[config.mk]
export PLATFORM = sky130hd
export DESIGN_NAME = axi_clint_slave
export DESIGN_NICKNAME = d
export VERILOG_FILES = /design/src/rtl/axi_clint_slave.sv
export SDC_FILE = /design/constraint.sdc
export NUM_CORES = 1
export LEC_CHECK = 0
export ABC_AREA = 1
export CAP_MARGIN = 15
export CORE_ASPECT_RATIO = 0.7
export CORE_UTILIZATION = 54
export DETAILED_ROUTE_END_ITERATION = 8
export PLACE_DENSITY_LB_ADDON = 0.15
export SLEW_MARGIN = 0
export SYNTH_ARGS = -nofsm -noshare
export SYNTH_HDL_FRONTEND = slang
export SYNTH_SLANG_ARGS = --single-unit
[constraint.sdc]
create_clock -name ACLK -period 3.1 [get_ports ACLK]
set_input_delay 0.62 -clock ACLK [delete_from_list [all_inputs] [get_ports ACLK]]
set_output_delay 0.62 -clock ACLK [all_outputs]
set_load 0.01 [all_outputs]
[src/rtl/axi_clint_slave.sv]
// AXI4 slave holding the RISC-V CLINT registers (msip, mtimecmp, mtime) and their interrupt lines.
// Define CLINT_BURST_EN to allow multi-beat INCR bursts; otherwise multi-beat accesses get SLVERR.
module axi_clint_slave #(
  parameter int unsigned TICK_DIV = 1
) (
  input  logic        ACLK,
  input  logic        ARESETN,
  input  logic [63:0] awaddr,
  input  logic [7:0]  awlen,
  input  logic [2:0]  awsize,
  input  logic [1:0]  awburst,
  input  logic        awvalid,
  output logic        awready,
  input  logic [63:0] wdata,
  input  logic [7:0]  wstrb,
  input  logic        wlast,
  input  logic        wvalid,
  output logic        wready,
  output logic [1:0]  bresp,
  output logic        bvalid,
  input  logic        bready,
  input  logic [63:0] araddr,
  input  logic [7:0]  arlen,
  input  logic [2:0]  arsize,
  input  logic [1:0]  arburst,
  input  logic        arvalid,
  output logic        arready,
  output logic [63:0] rdata,
  output logic [1:0]  rresp,
  output logic        rlast,
  output logic        rvalid,
  input  logic        rready,
  output logic        msip_irq,
  output logic        mtip_irq
);

  localparam int unsigned PW = 16;
  localparam logic [PW-1:0] PRESC_MAX = PW'(TICK_DIV - 1);
  localparam logic [1:0]  RESP_OKAY   = 2'b00;
  localparam logic [1:0]  RESP_SLVERR = 2'b10;
  localparam logic [1:0]  RESP_DECERR = 2'b11;
  localparam logic [12:0] IDX_MSIP    = 13'h0000;
  localparam logic [12:0] IDX_CMP     = 13'h0800;
  localparam logic [12:0] IDX_MTIME   = 13'h17FF;

  typedef enum logic [1:0] {W_IDLE, W_DATA, W_RESP} w_state_e;
  typedef enum logic {R_IDLE, R_DATA} r_state_e;

  w_state_e       w_state_q, w_state_d;
  r_state_e       r_state_q, r_state_d;
  logic [15:0]    w_addr_q, w_addr_d, r_addr_q, r_addr_d;
  logic [7:0]     w_cnt_q, w_cnt_d, r_cnt_q, r_cnt_d;
  logic           w_drop_q, w_drop_d, r_err_q, r_err_d;
  logic [1:0]     w_resp_q, w_resp_d;
  logic           awready_q, awready_d, wready_q, wready_d, bvalid_q, bvalid_d;
  logic [1:0]     bresp_q, bresp_d;
  logic           arready_q, arready_d, rvalid_q, rvalid_d, rlast_q, rlast_d;
  logic [63:0]    rdata_q, rdata_d;
  logic [1:0]     rresp_q, rresp_d;
  logic [63:0]    mtime_q, mtime_d, mtimecmp_q, mtimecmp_d;
  logic [PW-1:0]  presc_q, presc_d;
  logic           msip_q, msip_d, mtip_q, mtip_d;

  logic           w_beat_c, w_hit_c, tick_c, rd_err_c;
  logic           wr_msip_c, wr_cmp_c, wr_mtime_c;
  logic [1:0]     beat_resp_c, w_merge_c, rd_resp_c;
  logic [12:0]    w_idx_c;
  logic [15:0]    rd_addr_c;
  logic [63:0]    rd_data_c;
  logic           unused_c;

  assign unused_c = ^{awaddr[63:16], araddr[63:16], awsize, arsize, awburst, arburst, rd_addr_c[2:0]};

  function automatic logic [63:0] merge_bytes(input logic [63:0] old_v, input logic [63:0] new_v,
                                              input logic [7:0] strb);
    logic [63:0] res;
    res = old_v;
    for (int i = 0; i < 8; i++) begin
      if (strb[i]) res[8*i +: 8] = new_v[8*i +: 8];
    end
    return res;
  endfunction

  // Write-side address decode for the current beat
  always_comb begin
    w_idx_c    = w_addr_q[15:3];
    w_hit_c    = (w_idx_c == IDX_MSIP) || (w_idx_c == IDX_CMP) || (w_idx_c == IDX_MTIME);
    wr_msip_c  = w_beat_c && (w_idx_c == IDX_MSIP);
    wr_cmp_c   = w_beat_c && (w_idx_c == IDX_CMP);
    wr_mtime_c = w_beat_c && (w_idx_c == IDX_MTIME);
  end

  // Write channel FSM
  always_comb begin
    w_state_d   = w_state_q;
    w_addr_d    = w_addr_q;
    w_cnt_d     = w_cnt_q;
    w_drop_d    = w_drop_q;
    w_resp_d    = w_resp_q;
    awready_d   = awready_q;
    wready_d    = wready_q;
    bvalid_d    = bvalid_q;
    bresp_d     = bresp_q;
    w_beat_c    = 1'b0;
    beat_resp_c = RESP_OKAY;
    w_merge_c   = w_resp_q;
    case (w_state_q)
      W_IDLE: begin
        if (awvalid && awready_q) begin
          w_state_d = W_DATA;
          w_addr_d  = awaddr[15:0];
          w_cnt_d   = awlen;
`ifdef CLINT_BURST_EN
          w_drop_d  = 1'b0;
`else
          w_drop_d  = (awlen != 8'd0);
`endif
          w_resp_d  = RESP_OKAY;
          awready_d = 1'b0;
          wready_d  = 1'b1;
        end
      end
      W_DATA: begin
        if (wvalid && wready_q) begin
          w_beat_c = !w_drop_q && w_hit_c;
          if (w_drop_q)                        beat_resp_c = RESP_SLVERR;
          else if (!w_hit_c)                   beat_resp_c = RESP_DECERR;
          else if (wlast != (w_cnt_q == 8'd0)) beat_resp_c = RESP_SLVERR;
          // Encodings order numerically as DECERR > SLVERR > OKAY
          w_merge_c = (beat_resp_c > w_resp_q) ? beat_resp_c : w_resp_q;
          w_resp_d  = w_merge_c;
          if (wlast) begin
            w_state_d = W_RESP;
            wready_d  = 1'b0;
            bvalid_d  = 1'b1;
            bresp_d   = w_merge_c;
          end else begin
            w_addr_d = w_addr_q + 16'd8;
            if (w_cnt_q != 8'd0) w_cnt_d = w_cnt_q - 8'd1;
          end
        end
      end
      W_RESP: begin
        if (bready) begin
          w_state_d = W_IDLE;
          bvalid_d  = 1'b0;
          awready_d = 1'b1;
        end
      end
      default: begin
        w_state_d = W_IDLE;
        awready_d = 1'b1;
        wready_d  = 1'b0;
        bvalid_d  = 1'b0;
      end
    endcase
  end

  // Prescaler, register updates and interrupt compare
  always_comb begin
    tick_c     = (presc_q == PRESC_MAX);
    presc_d    = tick_c ? '0 : presc_q + PW'(1);
    mtime_d    = mtime_q;
    if (wr_mtime_c)  mtime_d = merge_bytes(mtime_q, wdata, wstrb);
    else if (tick_c) mtime_d = mtime_q + 64'd1;
    mtimecmp_d = wr_cmp_c ? merge_bytes(mtimecmp_q, wdata, wstrb) : mtimecmp_q;
    msip_d     = (wr_msip_c && wstrb[0]) ? wdata[0] : msip_q;
    mtip_d     = (mtime_q >= mtimecmp_q);
  end

  // Read data for the beat about to be presented: AR address when idle, next address otherwise
  always_comb begin
    rd_addr_c = (r_state_q == R_IDLE) ? araddr[15:0] : (r_addr_q + 16'd8);
    rd_data_c = 64'd0;
    rd_resp_c = RESP_OKAY;
    case (rd_addr_c[15:3])
      IDX_MSIP:  rd_data_c = {63'd0, msip_q};
      IDX_CMP:   rd_data_c = mtimecmp_q;
      IDX_MTIME: rd_data_c = mtime_q;
      default:   rd_resp_c = RESP_DECERR;
    endcase
  end

  // Read channel FSM
  always_comb begin
    r_state_d = r_state_q;
    r_addr_d  = r_addr_q;
    r_cnt_d   = r_cnt_q;
    r_err_d   = r_err_q;
    arready_d = arready_q;
    rvalid_d  = rvalid_q;
    rlast_d   = rlast_q;
    rdata_d   = rdata_q;
    rresp_d   = rresp_q;
`ifdef CLINT_BURST_EN
    rd_err_c  = 1'b0;
`else
    rd_err_c  = (r_state_q == R_IDLE) ? (arlen != 8'd0) : r_err_q;
`endif
    case (r_state_q)
      R_IDLE: begin
        if (arvalid && arready_q) begin
          r_state_d = R_DATA;
          r_addr_d  = araddr[15:0];
          r_cnt_d   = arlen;
          r_err_d   = rd_err_c;
          arready_d = 1'b0;
          rvalid_d  = 1'b1;
          rlast_d   = (arlen == 8'd0);
          rdata_d   = rd_err_c ? 64'd0 : rd_data_c;
          rresp_d   = rd_err_c ? RESP_SLVERR : rd_resp_c;
        end
      end
      R_DATA: begin
        if (rready) begin
          if (r_cnt_q == 8'd0) begin
            r_state_d = R_IDLE;
            arready_d = 1'b1;
            rvalid_d  = 1'b0;
            rlast_d   = 1'b0;
          end else begin
            r_addr_d = r_addr_q + 16'd8;
            r_cnt_d  = r_cnt_q - 8'd1;
            rlast_d  = (r_cnt_q == 8'd1);
            rdata_d  = rd_err_c ? 64'd0 : rd_data_c;
            rresp_d  = rd_err_c ? RESP_SLVERR : rd_resp_c;
          end
        end
      end
    endcase
  end

  always_ff @(posedge ACLK or negedge ARESETN) begin
    if (!ARESETN) begin
      w_state_q  <= W_IDLE;
      r_state_q  <= R_IDLE;
      w_addr_q   <= '0;
      r_addr_q   <= '0;
      w_cnt_q    <= '0;
      r_cnt_q    <= '0;
      w_drop_q   <= 1'b0;
      r_err_q    <= 1'b0;
      w_resp_q   <= RESP_OKAY;
      awready_q  <= 1'b1;
      wready_q   <= 1'b0;
      bvalid_q   <= 1'b0;
      bresp_q    <= RESP_OKAY;
      arready_q  <= 1'b1;
      rvalid_q   <= 1'b0;
      rlast_q    <= 1'b0;
      rdata_q    <= '0;
      rresp_q    <= RESP_OKAY;
      mtime_q    <= '0;
      mtimecmp_q <= '1;
      presc_q    <= '0;
      msip_q     <= 1'b0;
      mtip_q     <= 1'b0;
    end else begin
      w_state_q  <= w_state_d;
      r_state_q  <= r_state_d;
      w_addr_q   <= w_addr_d;
      r_addr_q   <= r_addr_d;
      w_cnt_q    <= w_cnt_d;
      r_cnt_q    <= r_cnt_d;
      w_drop_q   <= w_drop_d;
      r_err_q    <= r_err_d;
      w_resp_q   <= w_resp_d;
      awready_q  <= awready_d;
      wready_q   <= wready_d;
      bvalid_q   <= bvalid_d;
      bresp_q    <= bresp_d;
      arready_q  <= arready_d;
      rvalid_q   <= rvalid_d;
      rlast_q    <= rlast_d;
      rdata_q    <= rdata_d;
      rresp_q    <= rresp_d;
      mtime_q    <= mtime_d;
      mtimecmp_q <= mtimecmp_d;
      presc_q    <= presc_d;
      msip_q     <= msip_d;
      mtip_q     <= mtip_d;
    end
  end

  assign awready  = awready_q;
  assign wready   = wready_q;
  assign bvalid   = bvalid_q;
  assign bresp    = bresp_q;
  assign arready  = arready_q;
  assign rvalid   = rvalid_q;
  assign rlast    = rlast_q;
  assign rdata    = rdata_q;
  assign rresp    = rresp_q;
  assign msip_irq = msip_q;
  assign mtip_irq = mtip_q;

endmodule

=== After elaboration in Yosys (flattened, before gate mapping) ===
Cells that the tools add are included.

* Output and inout bits: 76
* Logic and storage cells: 213
* Register bits after elaboration: 275
* Input port bits: 234

* Magnitude comparators: 2
* Bitwise logic cells: 4
* Equality and inequality tests: 26
* Reduce and logical (&&, ||, !) cells: 53
* Muxes and demuxes: 85
* Add/subtract/negate cells: 6

{| class="wikitable"
|+ Operators with widths
! cell !! count
|-
| $mux W64 || 6
|-
| $pmux W64 S3 || 1
|-
| $mux W16 || 8
|-
| $pmux W64 S2 || 1
|-
| $mux W8 || 15
|-
| $add A64 B1 Y64 const B || 1
|-
| $ge A64 B64 Y1 || 1
|-
| $pmux W16 S2 || 2
|-
| $reduce_and A2 Y1 || 19
|-
| $mux W2 || 17
|-
| $add A16 B4 Y16 const B || 2
|-
| $ne A2 B2 Y1 const B || 16
|-
| $pmux W8 S2 || 2
|-
| $eq A13 B12 Y1 const B || 2
|-
| $eq A13 B13 Y1 const B || 2
|-
| $logic_not A13 Y1 || 2
|-
| $logic_not A8 Y1 || 3
|-
| $reduce_bool A8 Y1 || 3
|-
| $mux W1 || 23
|-
| $add A16 B1 Y16 const B || 1
|-
| $logic_not A16 Y1 || 1
|-
| $reduce_and A4 Y1 || 4
|-
| $sub A8 B1 Y8 const B || 2
|-
| $reduce_and A3 Y1 || 5
|-
| other kinds (18) || 37
|}

=== Longest topological paths before layout ===
* Depth after elaboration: 11
* Gate-level depth with buffers: 19
* Gate-level depth less buffers: 19

=== Worst setup path after synthesis ===
OpenSTA, ideal clock, no wires.

* Kind: reg2reg
* Start point: reg w_addr_q[3]
* End point: reg bresp_q[0] (netlist: bresp[0])
* Path buffers: 0
* Library setup time: 127 ps
* Setup slack: 482 ps
* Cell stages (with the launch flop): 20
* Arrival: 2491 ps
* Cell sequence: dfrtp_1 > ha_1 > nand3_1 > nor2_1 > nand2_1 > nor2_1 > nand2_1 > nor3_1 > nand3_1 > o31ai_1 > nand2_1 > nor2_1 > inv_1 > ha_1 > inv_1 > nor2_1 > a2bb2oi_1 > nand2_1 > o211ai_1 > o21ai_0

* Longest elaborated chain between the ends: 9

{| class="wikitable"
|+ RTL lines
! element !! RTL line !! text
|-
| from (decl) || 51 || <nowiki>logic [15:0] w_addr_q, w_addr_d, r_addr_q, r_addr_d;</nowiki>
|-
| from (signal assigned) || 261 || <nowiki>w_addr_q <= w_addr_d;</nowiki>
|-
| $eq A13 B12 Y1 or $logic_not A13 Y1 (tied branches) || 87 || <nowiki>w_hit_c = (w_idx_c == IDX_MSIP) || (w_idx_c == IDX_CMP) || (w_idx_c == IDX_MTIME);</nowiki>
|-
| $logic_or A1 B1 Y1 || 87 ||
|-
| $logic_or A1 B1 Y1 * || 87 ||
|-
| $mux W2 * || 127 || <nowiki>else if (!w_hit_c) beat_resp_c = RESP_DECERR;</nowiki>
|-
| $mux W2 * || 126 || <nowiki>if (w_drop_q) beat_resp_c = RESP_SLVERR;</nowiki>
|-
| $mux W2 * || 124 || <nowiki>if (wvalid && wready_q) begin</nowiki>
|-
| $mux W2 * || 107 || <nowiki>case (w_state_q)</nowiki>
|-
| $gt A2 B2 Y1 || 130 || <nowiki>w_merge_c = (beat_resp_c > w_resp_q) ? beat_resp_c : w_resp_q;</nowiki>
|-
| $mux W2 * || 130 ||
|-
| to (signal assigned) || 271 || <nowiki>bresp_q <= bresp_d;</nowiki>
|-
| to (decl) || 56 || <nowiki>logic [1:0] bresp_q, bresp_d;</nowiki>
|}

Mark *: on every way between the ends. The rest lies on a longest branch, timed or not. The select of a mux whose other input is x is not followed.
A chain may end at the register's enable or synchronous reset.

=== Final worst setup path ===
* Start point: reg w_addr_q[3]
* End point: reg w_resp_q[0]

* Longest elaborated chain between the ends: 11

{| class="wikitable"
|+ RTL lines
! element !! RTL line !! text
|-
| $eq A13 B12 Y1 or $logic_not A13 Y1 (tied branches) || 87 ||
|-
| $logic_or A1 B1 Y1 || 87 ||
|-
| $logic_or A1 B1 Y1 * || 87 ||
|-
| $mux W2 * || 127 ||
|-
| $mux W2 * || 126 ||
|-
| $mux W2 * || 124 ||
|-
| $mux W2 * || 107 ||
|-
| $gt A2 B2 Y1 || 130 ||
|-
| $mux W2 * || 130 ||
|-
| $mux W2 * || 124 ||
|-
| $pmux W2 S2 * || 107 ||
|-
| to (signal assigned) || 267 || <nowiki>w_resp_q <= w_resp_d;</nowiki>
|-
| to (decl) || 54 || <nowiki>logic [1:0] w_resp_q, w_resp_d;</nowiki>
|}

Marks and branches as above.

==> flow_metrics.tcl <==
set metrics [dict create \
    status "finished, final reports clean" \
    drcViolationCount 0 \
    power_mw 10.7 \
    finClkSkew_ns 0.0168 \
    crit_fanout 3 \
    start_util_pct 55.3 \
    place.port_buffers 197 \
    htreeDepth 1 \
    first_pass_iters 5 \
    globalplace.congestion 0.989 \
    avgSynthCellArea_um2 7.07 \
    routed_wl_um 55000 \
    slew_viol_final 0 \
    hold_path_class "primary input to async pin" \
    met3_usage_pct 7.95 \
    setup_violations 0 \
    layout_worst_path_cycle_share_pct 95.5 \
    antenna_found_initial 0 \
    place_inst 3042 \
    grt_pass1_vias 16200 \
    yosys_register_bits 269 \
    busiest_layer "met1" \
    nFillCells 2727 \
    powerDensity_nw_per_um2 511 \
    drive_above_1_share_pct 8.51 \
    antennaDiodeCount 0 \
    synthTopCellsByArea "dfrtp_1 29%, nand2_1 18%, dfstp_2 10%, nand3_1 5.9%, ha_1 5.5%" \
    rows 54 \
    cp-end-kind "register" \
    arrival_ns 3.40 \
    synth.top_cell.area_share_pct 29.2 \
    fin_crit_ns 2.96 \
    cts_root_buf "clkbuf_16" \
    relSlewSlack_pct 34.4 \
    use_met2_pct 46.5 \
    synth_edf_count 0 \
    syn_to_final_growth_pct 20.9 \
    rsz0062_at_grt "false" \
    syn-num-nets 2769 \
    cp.required_ns 3.54 \
    grt_util_all_layers_pct 33.4 \
    grt.met1_usage_pct 52.2 \
    ir_drop_mv 0.597 \
    drtIter0Drc 1867 \
    final_cell_mix "812 x nand2_1, 236 x inv_1, 233 x nor2_1" \
    post_drt_wl_per_cell_um 17.7 \
    grt_pass1_wl_um 87800 \
    syn_area_um2 17400 \
    max_clock_freq_ghz 0.338 \
    drtAntennaViolNets 0 \
    synthFlopType "dfrtp_1" \
    synth_top_cell_by_area "dfrtp_1" \
    cts_hold_buf 0 \
    fin_cells 3098 \
    max_cap_violations 0 \
    worst_pin_slew_ns 0.982 \
    critPathLaunchType "register" \
    synth.yosys.seq_area_share_pct 39.2 \
    cts.sinks 269 \
    die_w_um 216 \
    ios 310 \
    crit_type "register to register" \
    design.die.area_um2 32900 \
    clk_pin_slew_ns 0.06 \
    fin_nets 2967 \
    hold_viol 0 \
    synthDistinctLibCells 50 \
    postSynthCellCount 2458 \
    worstSkewPairLatency_ns 0.57 \
    tns_ns 0 \
    mostFrequentLayoutCell "nand2_1" \
    p_leak_nw 10.3 \
    via_count 17400 \
    cts_buffer_depth 3 \
    die_h_um 152 \
    routed_via_density 5.60 \
    yosys_warnings 0 \
    gr-total-overflow 0 \
    dp_hpwl_um 41500 \
    cts_buffers 29 \
    cts_tree "done" \
    core-area_um2 31400 \
    ys_async_sr_fraction_pct 100 \
    grt_max_degree 81 \
]
Yosys cell counts, types with 2 or more instances:
master and instances:
nor3_1 49, and2_1 3, nand2_2 12, o21ai_0 184
buf_4 12, a211oi_1 4, nor3_2 2, xnor2_1 8
inv_1 237, a31oi_1 5, dfrtp_1 203, inv_2 6
nor2_4 12, or2_2 9, a21oi_2 2, xor2_1 65
o21ai_1 3, nand3b_1 5, buf_6 8, a21boi_0 2
nor2_2 6, and3_1 3, nand4_1 48, o211ai_1 10
nand3_1 206, a21oi_1 67, clkbuf_1 41, dfstp_2 66
nor4_1 9, o31ai_1 3, nor2_1 237, buf_2 17
nand2_1 812, o22ai_1 5, a32oi_1 2, ha_1 77
o21a_1 4, a22oi_1 2
layer usage:
metal  vias to the layer above  share of wire (%)
li1                       8355                  -
met1                      8181                 48
met2                       746                 40
met3                        72                9.8
met4                         0                2.0
met5                         -                  0
cell families (layout without fill, tap and decap cells):
logic type	after synthesis	count (layout)	share of synthesized area, %
mux	1	1	0.0648
xor+xnor	73	73	3.68
simple gates	1416	1416	34.5
fa+ha+maj	77	77	5.54
buf+inv	322	542	7.68
compound gates	300	300	9.29
flops	269	269	39.2
final timing paths:
check                                  from             end  slack (ns)  cells past startpoint
max in group asynchronous           ARESETN  mtimecmp_q[60]        2.21                      2
worst max register to register  w_addr_q[3]     w_resp_q[0]        0.14                     19
worst max-delay path            w_addr_q[3]     w_resp_q[0]        0.14                     19
min in group ACLK                presc_q[0]      presc_q[0]        0.46                      1
worst min-delay path                ARESETN       r_state_q        0.03                      1
worst min register to register   presc_q[0]      presc_q[0]        0.46                      1
what timing repair did:
action | in CTS | in global routing
setup buffers | 0 | 3
gates resized for setup | 0 | 9
setup endpoints to repair | 0 | 2
metrics by stage:
stage | instance area [um^2] | utilization, % | hold WS [ns] | setup WS, ns
floorplan | 17400 | - | 0.324 | 0.482
global placement | 20000 | 63.5 | 0.445 | 0.178
detailed placement | 20000 | 63.5 | 0.451 | 0.120
CTS | 21000 | 66.7 | 0.0603 | 0.0623
global route | 21000 | 66.9 | 0.0782 | 0.00652
finish | 21000 | 66.9 | 0.0319 | 0.140
worst max-delay path: stages, from the launching register on:
cell       delay [ns]
dfrtp_1          0.36
ha_2             0.20
nand3_2          0.11
nor2_4           0.14
nand2_1          0.08
nor2_1           0.13
nand2_1          0.12
nor3_2           0.22
nand3_1          0.09
o31ai_1          0.09
nand2_1          0.12
nor2_2           0.15
inv_1            0.05
ha_1             0.31
inv_1            0.06
nor2_2           0.09
a2bb2oi_2        0.18
nand2_1          0.08
o211ai_1         0.13
nand2_1          0.10
power breakdown:
| part | leakage (nW) | switching [mW] | internal, mW |
|---|---|---|---|
| clock | 0.504 | 1.53 | 2.19 |
| combinational | 6.34 | 1.83 | 1.01 |
| sequential | 3.42 | 0.336 | 3.86 |
| total | 10.3 | 3.69 | 7.06 |
area by class of cell:
class / count / area, um^2 / share of cell area [%]
clock inverters: 17 / 200 / 0.952
flip-flops and latches: 269 / 6810 / 32.4
clock buffers: 36 / 812 / 3.86
repair buffers: 245 / 2460 / 11.7
inverters: 244 / 916 / 4.36
multi-input cells: 1867 / 9290 / 44.2
well taps: 420 / 526 / 2.50
state kept, by name, summed over array words and instances, names as in the netlist, 2 cells and up:
register	flops
r_cnt_q	8
r_addr_q	13
mtime_q	64
w_cnt_q	8
rdata	64
w_state_q	2
mtimecmp_q	64
w_resp_q	2
w_addr_q	13
bresp	2
rresp	2
presc_q	16
(Power assumes the default switching activity.)
